$ cat config.mk
export PLATFORM = sky130hd
export DESIGN_NAME = elevator_request_scheduler_flat
export DESIGN_NICKNAME = d
export VERILOG_FILES = /design/src/rtl/elevator_pkg.sv /design/src/rtl/elevator_request_scheduler_if.sv /design/src/rtl/door_dwell_timer.sv /design/src/rtl/elevator_request_scheduler.sv /design/src/flat_wrapper.sv
export SDC_FILE = /design/constraint.sdc
export NUM_CORES = 1
export LEC_CHECK = 0
export ABC_AREA = 1
export BUFFER_PORTS_ARGS = -buffer_cell sky130_fd_sc_hd__buf_2
export CAP_MARGIN = 20
export CORE_ASPECT_RATIO = 1.1
export CORE_MARGIN = 4
export CORE_UTILIZATION = 55
export CTS_BUF_LIST = sky130_fd_sc_hd__clkbuf_8
export CTS_CLUSTER_DIAMETER = 120
export DETAILED_ROUTE_END_ITERATION = 8
export PLACE_DENSITY_LB_ADDON = 0.05
export SYNTH_ARGS = -nofsm -noshare
export SYNTH_HDL_FRONTEND = slang
export SYNTH_SLANG_ARGS = --single-unit
$ cat constraint.sdc
create_clock -name clk -period 2.35 [get_ports clk]
set_input_delay 0.5875 -clock clk [delete_from_list [all_inputs] [get_ports clk]]
set_output_delay 0.5875 -clock clk [all_outputs]
set_load 0.01 [all_outputs]
$ cat src/rtl/elevator_pkg.sv
// Shared constants for the elevator controller and its call scheduler.
// Floor and status encodings match the controller's wire format.
package elevator_pkg;

    localparam logic [1:0] FLOOR_1   = 2'b00;
    localparam logic [1:0] FLOOR_2   = 2'b01;
    localparam logic [1:0] FLOOR_3   = 2'b10;
    localparam logic [1:0] FLOOR_BAD = 2'b11;

    localparam logic [1:0] ST_IDLE = 2'b00;
    localparam logic [1:0] ST_UP   = 2'b01;
    localparam logic [1:0] ST_DOWN = 2'b10;

    localparam logic DIR_UP   = 1'b0;
    localparam logic DIR_DOWN = 1'b1;

    typedef enum logic [1:0] {
        SCHED_IDLE     = 2'd0,
        SCHED_DISPATCH = 2'd1,
        SCHED_DWELL    = 2'd2
    } sched_state_e;

    // One-hot floor mask; the invalid code maps to no floor.
    function automatic logic [2:0] floor_onehot(input logic [1:0] f);
        logic [2:0] m;
        m = 3'b000;
        unique case (f)
            FLOOR_1: m = 3'b001;
            FLOOR_2: m = 3'b010;
            FLOOR_3: m = 3'b100;
            default: m = 3'b000;
        endcase
        return m;
    endfunction

endpackage

$ cat src/rtl/elevator_request_scheduler_if.sv
// Bundle between the call-button scheduler and the elevator controller side.
// master drives calls and controller feedback; slave is the scheduler.
interface elevator_request_scheduler_if;

    logic [2:0] call_btn;
    logic [1:0] current_floor;
    logic [1:0] elevator_status;
    logic [1:0] request_floor;
    logic       req_active;
    logic [2:0] pending;
    logic       door_open;

    modport master (
        output call_btn,
        output current_floor,
        output elevator_status,
        input  request_floor,
        input  req_active,
        input  pending,
        input  door_open
    );

    modport slave (
        input  call_btn,
        input  current_floor,
        input  elevator_status,
        output request_floor,
        output req_active,
        output pending,
        output door_open
    );

endinterface

$ cat src/rtl/door_dwell_timer.sv
// Door-open dwell down-counter with load/reload.
// done_o is high while the count sits at zero.
module door_dwell_timer (
    input  logic       clk,
    input  logic       rst,
    input  logic       load_i,
    input  logic [7:0] load_val_i,
    input  logic       en_i,
    output logic       done_o
);

    logic [7:0] cnt_q;
    logic [7:0] cnt_d;

    // Reload wins over decrement; count saturates at zero.
    always_comb begin
        cnt_d = cnt_q;
        if (load_i) begin
            cnt_d = load_val_i;
        end else if (en_i && (cnt_q != 8'd0)) begin
            cnt_d = cnt_q - 8'd1;
        end
    end

    // Counter register.
    always_ff @(posedge clk or posedge rst) begin
        if (rst) begin
            cnt_q <= 8'd0;
        end else begin
            cnt_q <= cnt_d;
        end
    end

    assign done_o = (cnt_q == 8'd0);

endmodule

$ cat src/rtl/elevator_request_scheduler.sv
// Three-floor call latch and SCAN-order request scheduler.
// Holds each request until arrival, then dwells with the door open.
module elevator_request_scheduler
    import elevator_pkg::*;
#(
    parameter int unsigned DWELL_CYCLES = 4
) (
    input  logic                         clk,
    input  logic                         rst,
    elevator_request_scheduler_if.slave  bus
);

    localparam logic [1:0] IDLE     = SCHED_IDLE;
    localparam logic [1:0] DISPATCH = SCHED_DISPATCH;
    localparam logic [1:0] DWELL    = SCHED_DWELL;

    localparam logic [7:0] DWELL_LOAD = 8'(DWELL_CYCLES - 1);

    logic [1:0] state_q, state_d;
    logic       dir_q, dir_d;
    logic [1:0] req_floor_q, req_floor_d;
    logic       req_active_q, req_active_d;
    logic       door_q, door_d;
    logic [2:0] pending_q, pending_d;

    logic [2:0] clr_mask;
    logic       tmr_load;
    logic       tmr_en;
    logic       tmr_done;

    logic [1:0] cur;
    logic       floor_ok;
    logic       parked;
    logic [2:0] here_oh;
    logic       arrived;
    logic       local_hit;
    logic       reopen;

    logic       up_found, dn_found;
    logic [1:0] up_tgt, dn_tgt;
    logic       sel_valid;
    logic [1:0] sel_floor;
    logic       sel_dir;

    assign cur       = bus.current_floor;
    assign floor_ok  = (cur != FLOOR_BAD);
    assign parked    = (bus.elevator_status == ST_IDLE);
    assign here_oh   = floor_onehot(cur);
    assign arrived   = floor_ok && parked && (cur == req_floor_q);
    assign local_hit = parked && (|(pending_q & here_oh));
    assign reopen    = |(bus.call_btn & here_oh);

    // Nearest pending floor above and below the current floor.
    always_comb begin
        up_found = 1'b0;
        up_tgt   = cur;
        dn_found = 1'b0;
        dn_tgt   = cur;
        unique case (cur)
            FLOOR_1: begin
                if (pending_q[1]) begin
                    up_found = 1'b1;
                    up_tgt   = FLOOR_2;
                end else if (pending_q[2]) begin
                    up_found = 1'b1;
                    up_tgt   = FLOOR_3;
                end
            end
            FLOOR_2: begin
                if (pending_q[2]) begin
                    up_found = 1'b1;
                    up_tgt   = FLOOR_3;
                end
                if (pending_q[0]) begin
                    dn_found = 1'b1;
                    dn_tgt   = FLOOR_1;
                end
            end
            FLOOR_3: begin
                if (pending_q[1]) begin
                    dn_found = 1'b1;
                    dn_tgt   = FLOOR_2;
                end else if (pending_q[0]) begin
                    dn_found = 1'b1;
                    dn_tgt   = FLOOR_1;
                end
            end
            default: begin
            end
        endcase
    end

    // SCAN choice: keep direction if possible, otherwise reverse.
    always_comb begin
        sel_valid = 1'b0;
        sel_floor = cur;
        sel_dir   = dir_q;
        if (dir_q == DIR_UP) begin
            if (up_found) begin
                sel_valid = 1'b1;
                sel_floor = up_tgt;
            end else if (dn_found) begin
                sel_valid = 1'b1;
                sel_floor = dn_tgt;
                sel_dir   = DIR_DOWN;
            end
        end else begin
            if (dn_found) begin
                sel_valid = 1'b1;
                sel_floor = dn_tgt;
            end else if (up_found) begin
                sel_valid = 1'b1;
                sel_floor = up_tgt;
                sel_dir   = DIR_UP;
            end
        end
    end

    // Scheduler FSM: park, dispatch and wait for arrival, then dwell.
    always_comb begin
        state_d      = state_q;
        dir_d        = dir_q;
        req_floor_d  = req_floor_q;
        req_active_d = req_active_q;
        door_d       = door_q;
        clr_mask     = 3'b000;
        tmr_load     = 1'b0;
        tmr_en       = 1'b0;
        unique case (state_q)
            IDLE: begin
                if (floor_ok) begin
                    req_floor_d = cur;
                end
                if (local_hit) begin
                    clr_mask = here_oh;
                    door_d   = 1'b1;
                    tmr_load = 1'b1;
                    state_d  = DWELL;
                end else if (sel_valid) begin
                    dir_d        = sel_dir;
                    req_floor_d  = sel_floor;
                    req_active_d = 1'b1;
                    state_d      = DISPATCH;
                end
            end
            DISPATCH: begin
                if (arrived) begin
                    clr_mask     = floor_onehot(req_floor_q);
                    req_active_d = 1'b0;
                    door_d       = 1'b1;
                    tmr_load     = 1'b1;
                    state_d      = DWELL;
                end
            end
            DWELL: begin
                clr_mask = here_oh;
                if (reopen) begin
                    tmr_load = 1'b1;
                end else if (tmr_done) begin
                    door_d  = 1'b0;
                    state_d = IDLE;
                end else begin
                    tmr_en = 1'b1;
                end
            end
            default: begin
                state_d = IDLE;
            end
        endcase
    end

    // Latch new calls; drop the floor being served or dwelt on.
    assign pending_d = (pending_q | bus.call_btn) & ~clr_mask;

    // State and output registers.
    always_ff @(posedge clk or posedge rst) begin
        if (rst) begin
            state_q      <= IDLE;
            dir_q        <= DIR_UP;
            req_floor_q  <= FLOOR_1;
            req_active_q <= 1'b0;
            door_q       <= 1'b0;
            pending_q    <= 3'b000;
        end else begin
            state_q      <= state_d;
            dir_q        <= dir_d;
            req_floor_q  <= req_floor_d;
            req_active_q <= req_active_d;
            door_q       <= door_d;
            pending_q    <= pending_d;
        end
    end

    door_dwell_timer u_dwell (
        .clk        (clk),
        .rst        (rst),
        .load_i     (tmr_load),
        .load_val_i (DWELL_LOAD),
        .en_i       (tmr_en),
        .done_o     (tmr_done)
    );

    assign bus.request_floor = req_floor_q;
    assign bus.req_active    = req_active_q;
    assign bus.pending       = pending_q;
    assign bus.door_open     = door_q;

endmodule

$ cat src/flat_wrapper.sv
// flat-port wrapper written by rule: the top's interface ports become plain ports
module elevator_request_scheduler_flat import elevator_pkg::*;
#(
    parameter int unsigned DWELL_CYCLES = 4
)
  (clk, rst, bus_call_btn, bus_current_floor, bus_elevator_status, bus_request_floor, bus_req_active, bus_pending, bus_door_open);
  elevator_request_scheduler_if bus_i ();
  input  logic clk;
  input  logic rst;
  input wire logic [$bits(bus_i.call_btn)-1:0] bus_call_btn;
  input wire logic [$bits(bus_i.current_floor)-1:0] bus_current_floor;
  input wire logic [$bits(bus_i.elevator_status)-1:0] bus_elevator_status;
  output wire logic [$bits(bus_i.request_floor)-1:0] bus_request_floor;
  output wire logic [$bits(bus_i.req_active)-1:0] bus_req_active;
  output wire logic [$bits(bus_i.pending)-1:0] bus_pending;
  output wire logic [$bits(bus_i.door_open)-1:0] bus_door_open;
  assign bus_i.call_btn = bus_call_btn;
  assign bus_i.current_floor = bus_current_floor;
  assign bus_i.elevator_status = bus_elevator_status;
  assign bus_request_floor = bus_i.request_floor;
  assign bus_req_active = bus_i.req_active;
  assign bus_pending = bus_i.pending;
  assign bus_door_open = bus_i.door_open;
  elevator_request_scheduler #(.DWELL_CYCLES(DWELL_CYCLES)) u_core (.clk(clk), .rst(rst), .bus(bus_i));
endmodule
==> run metrics <==
commonest non-fill, non-tap cells in the layout 43 x nand2_1, 29 x inv_1, 24 x nor2_1; Seq/Total Area, Yosys a little over a third; Slew Limit Fails 0; WP buf/inv 5; Tightest Pin Transition around 0.67 ns; Hold WC Path Type primary input to async pin; Rel. slew slack 55.3%; fill cell count between 200 and 250; clock tree root buffer cell clkbuf_8; Async SR Flop Fraction 100%; # port buffers 15; leak pwr ~0.8 nW; initial antenna violation count 0; Reg area 450 µm²; number of synthesized flops with an enable pin 0; post-layout min period 1.95 ns; post-cts sizing count 0; Hold Fails Final Rpt 0; Register-to-Register Setup Slack approximately 0.75 ns; Synth Instances about 180; routability congestion estimate 0.921; num rows 18; CP Data Arrival Time 2.07 ns; DRC 0; total gr overflow 0; crit end category register; clk_skew 0.000709 ns; final count of negative-setup-slack endpoints 0; # IOs 16; status finished, final reports clean; post-layout util 65.6%; share of layout cells above drive strength 1 14.2%; Ant. Diodes 0; clock sink count 18; DRT iter0 DRCs 39; Tot GR Track Use roughly a quarter; Placed Area 1420 µm²; CTS tree built; Clock Latency Late Sink 0.25 ns; FF+latch count, synth 18; area of the multi-input gates about 730 µm²; DR pass1 iterations 4; Crit Path Max Fanout 6; die height between 50 and 60 µm; CP Launch Type primary input; final instance area between 1000 and 1500 µm²; clk buf depth 2; DR WL/cell 13.1 µm; core footprint 2250 µm²; H-tree Lvls 1; Die Area 3200 µm²; post-route ant nets 0; first-pass GRT wire length roughly 5500 µm; post-synth cell types 24; chip width between 50 and 60 µm; WP data required 2.47 ns; Worst-path clk slew roughly 0.070 ns; Starting Density a little under three fifths; cts hold-fix bufs 0; fin nets approximately 220; Main synth FF type dfrtp_1; Hold WS 0.416 ns; Slowest-stage cell, CP ha_1; number of global-route vias before repair roughly 1300; critical path class primary input to register; TNS Setup 0 ns; Critical Path Max Stage Delay approximately 0.27 ns; Synth Net Count ~200; vias roughly 1300; final wirelength around 3100 µm; Synth Warn # 0; syn avg cell area just over 7 µm²; Inserted Clock Buffers 3; vias per inst around 5.3; area grow syn2layout 14.1%; unrepaired setup endpoints after global routing false; Syn Std Cell Area 1290 µm²; # Max-Cap Violations 0; pin count of the biggest net entering global routing 19; crit-path cells buf_2, inv_1, ha_1, inv_1, nand2_1, nand3_1, nand2_1, inv_1, nand2_1, nand2_1, inv_1, o221ai_1; pwr/cell area between 1000 and 1500 nW/µm²; Final Cycle Share between 80% and 90%; fmax 513 MHz; CP top delay family buffers and inverters; Post-CTS Repair Setup Buffers 0; HPWL Detailed 2500 µm; most common cell after layout, fill and taps aside nand2_1; Peak VDD IR between 0.0008 and 0.0009 V
-- cell usage after synthesis, drive strengths merged (2+ instances only) --
cell type / count / area, µm²
o21ai: 15 / 78.8
nand3: 14 / 75.1
a211oi: 2 / 15.0
inv: 30 / 113
dfrtp: 18 / 450
ha: 9 / 113
nand2: 45 / 179
nand4: 5 / 31.3
a21oi: 8 / 40.0
nor3: 2 / 10.0
xor2: 3 / 26.3
nor2: 26 / 113
-- final timing paths --
check                                                    start                                      end  depth (start not counted)
max                                       bus_current_floor[1]  u_core.bus.request_floor[0]$_DFFE_PP0P_                         12
min                                                        rst          u_core.bus.pending[1]$_DFF_PP0_                          2
max reg2reg                u_core.u_dwell.cnt_q[0]$_DFFE_PP0P_      u_core.u_dwell.cnt_q[4]$_DFFE_PP0P_                          9
min reg2reg                   u_core.bus.door_open$_DFFE_PP0P_         u_core.bus.door_open$_DFFE_PP0P_                          2
max in group asynchronous                                  rst  u_core.bus.request_floor[1]$_DFFE_PP0P_                          2
min in group clk              u_core.bus.door_open$_DFFE_PP0P_         u_core.bus.door_open$_DFFE_PP0P_                          2
-- per-layer routing --
layer | GRT usage, % | wire (µm)
met4 | 13.5 | 88
met5 | 0 | 0
met2 | 43.2 | 1660
met3 | 3.29 | 81
met1 | 24.4 | 1240
-- where the power goes --
| part | internal (W) | switching [W] |
|---|---|---|
| sequential | 0.000440 | 0.000132 |
| clock | 0.000149 | 0.000104 |
| combinational | 0.000240 | 0.000452 |
| total | 0.000829 | 0.000688 |
-- worst register-to-register path, delay by kind of cell, from the launching register on --
kind / cells / cell delay (ns)
buffers and inverters: 1 / 0.10
flip-flops: 1 / 0.32
AND/OR/NAND/NOR: 6 / 0.78
adder cells (fa/ha/maj): 1 / 0.21
AO/OA/AOI/OAI: 1 / 0.09
-- flip-flops by register name, indices dropped and copies added, names as in the netlist --
name / count
u_core.bus.door_open: 1
u_core.bus.pending: 3
u_core.bus.req_active: 1
u_core.bus.request_floor: 2
u_core.dir_q: 1
u_core.state_q: 2
u_core.u_dwell.cnt_q: 8
-- kinds of logic (layout without fill, tap and decap cells) --
family / count (synthesis) / count (layout) / synth area share (%)
xor gates and xnor gates: 4 / 4 / 2.71
buffers and inverters: 30 / 51 / 8.70
and+or+nand+nor: 93 / 93 / 32.0
DFF: 18 / 18 / 34.8
AOI/OAI and AO/OA: 29 / 29 / 13.1
adders and majority gates: 9 / 9 / 8.70
-- per-stage QoR --
stage               std cells  setup slack, ns  power, W
detailed placement        230            0.162   0.00126
global route              234            0.177   0.00167
CTS                       234            0.415   0.00152
finish                    234            0.400   0.00152
floorplan                 183            0.506   0.00106
global placement          230            0.184   0.00124
-- area by class of cell --
cell class / count / area share (%)
Multi-Input combinational cell: 135 / 49.5
Clock buffer: 4 / 3.73
Inverter: 30 / 7.62
Sequential cell: 18 / 30.5
Timing Repair Buffer: 17 / 6.10
Tap cell: 30 / 2.54
Power figures use the tool's default switching activity.
